[src/rtl/gray_pkg.sv]
// Shared Gray-code helpers for the up/down Gray counter and its users.
// Functions work on a fixed container width; callers zero-extend and truncate.
package gray_pkg;

    localparam int GRAY_MAX_W = 32;

    function automatic logic [GRAY_MAX_W-1:0] bin2gray(input logic [GRAY_MAX_W-1:0] b);
        return b ^ (b >> 1'b1);
    endfunction

    // Each binary bit is the XOR of all Gray bits at or above it.
    function automatic logic [GRAY_MAX_W-1:0] gray2bin(input logic [GRAY_MAX_W-1:0] g);
        logic [GRAY_MAX_W-1:0] b;
        b = g;
        for (int s = 1; s < GRAY_MAX_W; s++) begin
            b = b ^ (g >> s);
        end
        return b;
    endfunction

endpackage

[src/rtl/gray_codec.sv]
// Combinational Gray/binary converter; TO_GRAY selects the direction.
// Both directions are built bitwise so they stay width-generic.
module gray_codec #(
    parameter int WIDTH   = 4,
    parameter bit TO_GRAY = 1'b1
) (
    input  logic [WIDTH-1:0] src,
    output logic [WIDTH-1:0] dst
);

    assign dst[WIDTH-1] = src[WIDTH-1];

    generate
        if (TO_GRAY) begin : g_enc
            for (genvar i = 0; i < WIDTH - 1; i++) begin : g_bit
                assign dst[i] = src[i+1] ^ src[i];
            end
        end else begin : g_dec
            // Reduction over the upper slice avoids a ripple chain through dst.
            for (genvar i = 0; i < WIDTH - 1; i++) begin : g_bit
                assign dst[i] = ^src[WIDTH-1:i];
            end
        end
    endgenerate

endmodule

[src/rtl/gray_counter_ud.sv]
// Up/down Gray-code counter with synchronous load and wrap/saturate terminal.
// The gray output comes straight from a flop so it is safe to synchronise.
module gray_counter_ud
    import gray_pkg::*;
#(
    parameter int          WIDTH   = 4,
    parameter bit          WRAP    = 1'b1,
    parameter int unsigned RST_VAL = 0
) (
    input  logic             clk,
    input  logic             rst,
    input  logic             en,
    input  logic             up,
    input  logic             load,
    input  logic             load_gray,
    input  logic [WIDTH-1:0] load_val,
    output logic [WIDTH-1:0] gray,
    output logic [WIDTH-1:0] bin,
    output logic             tc,
    output logic             wrapped
);

    localparam logic [WIDTH-1:0] ZERO     = {WIDTH{1'b0}};
    localparam logic [WIDTH-1:0] ONE      = {{(WIDTH-1){1'b0}}, 1'b1};
    localparam logic [WIDTH-1:0] MAX      = {WIDTH{1'b1}};
    localparam logic [WIDTH-1:0] RST_BIN  = WIDTH'(RST_VAL);
    localparam logic [WIDTH-1:0] RST_GRAY = WIDTH'(bin2gray(GRAY_MAX_W'(RST_VAL)));

    logic [WIDTH-1:0] bin_r;
    logic [WIDTH-1:0] gray_r;
    logic             wrapped_r;
    logic [WIDTH-1:0] load_dec_s;
    logic [WIDTH-1:0] load_bin_s;
    logic [WIDTH-1:0] bin_nxt_s;
    logic [WIDTH-1:0] gray_nxt_s;
    logic             wrap_nxt_s;
    logic             tc_s;

    gray_codec #(.WIDTH(WIDTH), .TO_GRAY(1'b0)) u_load_dec (
        .src (load_val),
        .dst (load_dec_s)
    );

    gray_codec #(.WIDTH(WIDTH), .TO_GRAY(1'b1)) u_next_enc (
        .src (bin_nxt_s),
        .dst (gray_nxt_s)
    );

    assign load_bin_s = load_gray ? load_dec_s : load_val;
    assign tc_s       = up ? (bin_r == MAX) : (bin_r == ZERO);

    // Next binary count and wrap flag: load beats enable beats hold.
    always_comb begin
        bin_nxt_s  = bin_r;
        wrap_nxt_s = 1'b0;
        if (load) begin
            bin_nxt_s = load_bin_s;
        end else if (en) begin
            if (tc_s) begin
                if (WRAP) begin
                    bin_nxt_s  = up ? ZERO : MAX;
                    wrap_nxt_s = 1'b1;
                end else begin
                    bin_nxt_s = bin_r;
                end
            end else if (up) begin
                bin_nxt_s = bin_r + ONE;
            end else begin
                bin_nxt_s = bin_r - ONE;
            end
        end else begin
            bin_nxt_s = bin_r;
        end
    end

    // State registers; gray is registered from the encoded next value.
    always_ff @(posedge clk or posedge rst) begin
        if (rst) begin
            bin_r     <= RST_BIN;
            gray_r    <= RST_GRAY;
            wrapped_r <= 1'b0;
        end else begin
            bin_r     <= bin_nxt_s;
            gray_r    <= gray_nxt_s;
            wrapped_r <= wrap_nxt_s;
        end
    end

    assign bin     = bin_r;
    assign gray    = gray_r;
    assign wrapped = wrapped_r;
    assign tc      = tc_s;

endmodule

[config.mk]
export PLATFORM = sky130hd
export DESIGN_NAME = gray_counter_ud
export DESIGN_NICKNAME = d
export VERILOG_FILES = /design/src/rtl/gray_pkg.sv /design/src/rtl/gray_codec.sv /design/src/rtl/gray_counter_ud.sv
export SDC_FILE = /design/constraint.sdc
export NUM_CORES = 1
export LEC_CHECK = 0
export ABC_AREA = 1
export CAP_MARGIN = 20
export CORE_UTILIZATION = 44
export DETAILED_ROUTE_END_ITERATION = 8
export GPL_TIMING_DRIVEN = 0
export PLACE_DENSITY = 0.73
export SLEW_MARGIN = 5
export SYNTH_ARGS = -nofsm -noshare
export SYNTH_HDL_FRONTEND = slang
export SYNTH_SLANG_ARGS = --single-unit
export TNS_END_PERCENT = 10
[constraint.sdc]
create_clock -name clk -period 2.12 [get_ports clk]
set_input_delay 0.318 -clock clk [delete_from_list [all_inputs] [get_ports clk]]
set_output_delay 0.318 -clock clk [all_outputs]
set_load 0.005 [all_outputs]
==> out/results.ini, run 1 <==
[power_and_ir_drop]
p_leak_nw=0.446
power_density_nw_per_um2=641
p_switching_w=0.000183
swShare_pct=33.4
peakVddDrop_uv=373
pwr-share-seq_pct=36.1
p_clk_share_pct=20.7
p_comb_share_pct=43.3
internal_power_w=0.000366

[global_route]
grt_pass1_wl_mm=2.07
grt_util_all_layers_pct=19.8
grt_pass1_vias=564
antenna_found_initial=0
grt_max_degree=10
overflow=0

[cells_and_area]
fin_nets=129
layout-drive-gt1-share_pct=14.0
fin_area_um2=856
antennaDiodeCount=0
fillers=119
utilization_pct=65.0
final_cell_mix=nand2_1 (27), clkdlybuf4s50_1 (18), inv_1 (13)
multi_input_area_um2=365
final_common_cell=nand2_1
seqCellArea_um2=200
areaGrowthSynthToFinish_pct=34.9

[timing]
setup_viol_count_final=0
tightest_slew_ps=358
fin_crit_ps=2020
skew_ps=4.37
rsz0062_at_grt=no
hold_ws_ps=305
finalSetupTns_ps=0
finalHoldViolCount=0
relSlewSlack_pct=76.2
slew_viol_final=0
period_share_pct=95.3
fmax_mhz=495

[die]
dieArea_um2=1600
die_height_um=40.0
placementRows=13
core-area_um2=1320
start_util_pct=48.1
boundaryPins=20
die_w_um=40.0

[synthesis]
synth_top_family_by_area=simple AND/OR/NAND/NOR gates
synth_nets=106
netlist_area_um2=634
synth_simple_gate_area_share_pct=38.1
yosysSeqAreaShare_pct=31.6
synthDistinctLibCells=23
synth_compound_area_share_pct=8.28
synthAdderAreaFrac_pct=7.10
synth.area.mux_share_pct=0
ys_warn_count=0
synth_xor_xnor_area_share_pct=4.14
ys_seq_elements=8
syn_avg_cell_area_um2=6.82
synthFlopType=dfrtp_1
syn_inst=93
synth_edf_count=0
synthArstFlopShare_pct=100

[clocking]
cts_root_buf=clkbuf_4
post_cts_buffers=0
clkTransAtPathRegs_ps=50
ctsResizeCount=0
htreeDepth=1
clock_path_buffers=2
clk_latency_ps=250
cts_tree=yes
clock_sinks=8
ctsHoldBuffers=0
numCtsBuffers=3

[outcome]
status=completed

[routing]
first_pass_iters=4
drc_errors=0
drt_iter0_markers=5
routed_via_density=4.77
wirelength_mm=1.24
post_drt_wl_per_cell_um=9.59
vias=615
drtAntennaViolNets=0

[critical_path]
crit_path_max_incr_delay_ps=510
cp.required_ps=1800
crit_arrival_ps=1700
path_class=input pin to output port
path_depth=6
cp_top_family=buffers and inverters
cp_cell_sequence=clkdlybuf4s50_1, nand2_1, nor2_2, nor2_1, inv_1, clkdlybuf4s50_1
rr_endpoint=gray[0]
worstSetupStartpoint=up
crit_end=tc
path_buf_inv=3
reg2reg_from=bin[0]
crit_path_start_kind=input pin
worst-path-max-fanout=3
crit_top_cell=clkdlybuf4s50_1
slowest_stage=clkdlybuf4s50_1
worstSetupEndpointType=output port
r2r_slack_ps=480
ff2ff_path_depth=8

[placed_design]
dpl_cell_area_um2=833
place_congestion=0.742
io_buffers=18
hpwl_mm=1.06

[hold_path]
hold_class=input pin to async pin

[run]
max_cap_viol_count=0

routing by layer:
| layer | part of all wire [%] | GRT usage (%) | up-vias |
|---|---|---|---|
| li1 | - | - | 327 |
| met1 | 43 | 19.0 | 271 |
| met2 | 52 | 39.1 | 17 |
| met3 | 4.9 | 6.67 | 0 |
| met4 | 0 | 5.17 | 0 |
| met5 | 0 | 0 | - |
worst min-delay path by stage:
| stage | endpoint | slack [ps] | cells after the start |
|---|---|---|---|
| after floorplan | bin[0] | 130 | 1 |
| after global placement | gray[2] | 580 | 2 |
| after detailed placement | gray[2] | 590 | 2 |
| after CTS | wrapped | 330 | 2 |
| after global routing | gray[1] | 350 | 2 |
| final | gray[2] | 300 | 2 |
power by group through the flow:
stage / clock (W) / combinational [W] / sequential (W)
6_report: 0.000113 / 0.000237 / 0.000198
5_1_grt: 0.000126 / 0.000269 / 0.000202
4_1_cts: 0.000115 / 0.000241 / 0.000199
3_5_place_dp: 0 / 0.000240 / 0.000201
3_3_place_gp: 0 / 0.000232 / 0.000200
2_1_floorplan: 0 / 0.000137 / 0.000201
kinds of logic after synthesis:
family          after synthesis
compound gates                7
buf+inv                      17
simple gates                 55
flops                         8
xor+xnor                      3
fa+ha+maj                     3
per-stage QoR:
step | power, W | setup slack [ps] | instances
6_report | 0.000549 | 98.6 | 129
5_1_grt | 0.000597 | 7.72 | 129
4_1_cts | 0.000554 | 60.6 | 129
3_5_place_dp | 0.000441 | -42.0 | 126
3_3_place_gp | 0.000433 | -2.02 | 126
2_1_floorplan | 0.000338 | 584 | 93
final cells by class:
| cell class | count | area share, % |
|---|---|---|
| Buffer | 2 | 1.32 |
| Sequential cell | 8 | 23.4 |
| Clock buffer | 3 | 2.63 |
| Inverter | 15 | 6.73 |
| Timing Repair Buffer | 18 | 21.1 |
| Multi-Input combinational cell | 68 | 42.7 |
| Tap cell | 15 | 2.19 |
state kept, by name, indices dropped and copies added, names as in the netlist:
name and flops:
gray 3, bin 4, wrapped 1
cells in the mapped netlist (2+ instances only):
library cell / n / share of area, %
o21ai_0: 2 / 1.6
nor2_2: 3 / 3.0
nor2_1: 9 / 5.3
ha_1: 2 / 3.9
dfrtp_1: 8 / 32
nand2_1: 27 / 16
a21oi_1: 2 / 1.6
inv_1: 13 / 7.7
nand2_2: 4 / 3.9
nand3_1: 9 / 7.1
xnor2_1: 2 / 2.8
Power figures use the tool's default switching activity.
==> run 2: changes to the inputs <==
--- a/config.mk
+++ b/config.mk
@@ -6,11 +6,12 @@
 export NUM_CORES = 1
 export LEC_CHECK = 0
 export ABC_AREA = 1
+export ABC_CLOCK_PERIOD_IN_PS = 1800
 export CAP_MARGIN = 20
-export CORE_UTILIZATION = 44
+export CORE_UTILIZATION = 40
 export DETAILED_ROUTE_END_ITERATION = 8
 export GPL_TIMING_DRIVEN = 0
-export PLACE_DENSITY = 0.73
+export PLACE_DENSITY = 0.7
 export SLEW_MARGIN = 5
 export SYNTH_ARGS = -nofsm -noshare
 export SYNTH_HDL_FRONTEND = slang
==> constraint.sdc (replaced) <==
create_clock -name clk -period 1.8 [get_ports clk]
set_input_delay 0.27 -clock clk [delete_from_list [all_inputs] [get_ports clk]]
set_output_delay 0.27 -clock clk [all_outputs]
set_load 0.005 [all_outputs]
==> run 2 against run 1 <==
Compared with the run above: power rose by 23%; combinational power rose by 27%; first-iteration DRC count rose by 100%; non-clock buffer count rose by 4; critical endpoint is now gray[1]; cell count rose by 3.9%.
==> out/results.ini, run 2 (synthesis results as in run 1) <==
[outcome]
status=completed

[clocking]
htreeDepth=1
numCtsBuffers=3
clkTransAtPathRegs_ps=60
cts_tree=yes
ctsHoldBuffers=0
cts_root_buf=clkbuf_4
clk_latency_ps=260
clock_path_buffers=2
clock_sinks=8

[timing]
finalHoldViolCount=0
fin_ws_ps=98.0
tightest_slew_ps=377
rsz0062_at_grt=no
skew_ps=5.39
period_share_pct=94.6
fin_crit_ps=1700
hold_ws_ps=255
fmax_mhz=588
setup_viol_count_final=0
relSlewSlack_pct=74.9
slew_viol_final=0

[routing]
route.met2.wl_um=768
drtAntennaViolNets=0
routed.top_layer=met3
routed-wl-met3_um=81
routed_via_density=4.94
post_drt_wl_per_cell_um=10.3
drc_errors=0
drt_iter0_markers=10
wirelength_mm=1.38
first_pass_iters=4
wl_met1_um=528
vias=662

[critical_path]
path_class=flop to flop
reg2reg_from=bin[1]
r2r_slack_ps=100
crit_path_start_kind=flop
path_buf_inv=3
cp_cell_sequence=buf_4, fa_1, inv_1, nor2_2, nor2_2, o21ai_4, inv_2, nand2_1, nand2_1
crit_path_max_incr_delay_ps=480
cp.required_ps=1940
path_depth=9
worst-path-max-fanout=4
cp_top_family=adder cells
worstSetupEndpointType=flop
ff2ff_path_depth=9
crit_arrival_ps=1840
slowest_stage=fa_1
rr_endpoint=gray[1]

[hold_path]
hold_class=input pin to async pin

[die]
core-area_um2=1490
die_height_um=41.8
die_w_um=41.8
placementRows=14
boundaryPins=20
dieArea_um2=1750
start_util_pct=42.6

[global_route]
grt_pass1_vias=573
antenna_found_initial=0
grt_util_all_layers_pct=17.7
overflow=0
grt_pass1_wl_mm=2.36
grt_max_degree=10

[cells_and_area]
largest_reg_flops=4
final_cell_mix=nand2_1 (27), clkdlybuf4s50_1 (16), inv_1 (13)
final_common_cell=nand2_1
areaGrowthSynthToFinish_pct=41.0
fin_area_um2=895
utilization_pct=60.1
fin_nets=133
seqCellArea_um2=203
layout-drive-gt1-share_pct=21.2
antennaDiodeCount=0
fillers=136
multi_input_area_um2=373

[run]
max_cap_viol_count=0

[power_and_ir_drop]
p_leak_nw=0.471
peakVddDrop_uv=441
power_density_nw_per_um2=753

[placed_design]
io_buffers=18
place_congestion=0.758
dpl_worst_slack_ps=-286
hpwl_um=996
dpl_cell_area_um2=835

## run 2: cell count changes in the layout (fill, tap and decap cells not counted), sizes merged
cell and change:
buf +4, clkdlybuf4s50 -2, dlygate4sd2 +2
## run 2: how the worst max path moves through the flow
| stage | slack (ps) | endpoint | startpoint |
|---|---|---|---|
| detailed placement | -290 | gray[1] | up |
| floorplan | 260 | gray[0] | bin[0] |
| CTS | 70 | gray[1] | bin[0] |
| global placement | -280 | gray[0] | up |
| global route | 30 | tc | bin[0] |
| finish | 100 | gray[1] | bin[1] |
## run 2: what timing repair did
item	in CTS	in global routing
pin swaps	4	2
endpoints found under the setup margin	3	2
gates resized for setup	6	1
setup buffers	5	0
## run 2: final cells by class
class / count / area share [%]
buffer: 2 / 1.26
clock buffer: 3 / 2.52
inverter: 15 / 6.43
multi-input combinational: 68 / 41.7
sequential: 8 / 22.7
tap: 16 / 2.24
timing repair buffer: 22 / 23.2
## run 2: power by group
group          internal, W  switching, W
clock network    0.0000764     0.0000630
logic             0.000156      0.000144
registers         0.000210     0.0000239
total             0.000443      0.000231
## run 2: per-layer routing
metal / vias up / track usage, %
li1: 334 / -
met1: 305 / 19.8
met2: 23 / 32.8
met3: 0 / 6.52
met4: 0 / 1.94
met5: - / 0
## run 2: worst register-to-register path, stage by stage (launching register included)
cell     delay (ps)
dfrtp_2         430
buf_4           160
fa_1            480
inv_1            50
nor2_2           80
nor2_2           50
o21ai_4         190
inv_2            50
nand2_1          50
nand2_1          50
## run 2: stage by stage
stage | setup TNS, ps | power [W] | std cells
detailed placement | -1390 | 0.000517 | 127
global placement | -1340 | 0.000510 | 127
floorplan | 0 | 0.000398 | 93
global route | 0 | 0.000729 | 134
finish | 0 | 0.000673 | 134
CTS | 0 | 0.000679 | 135
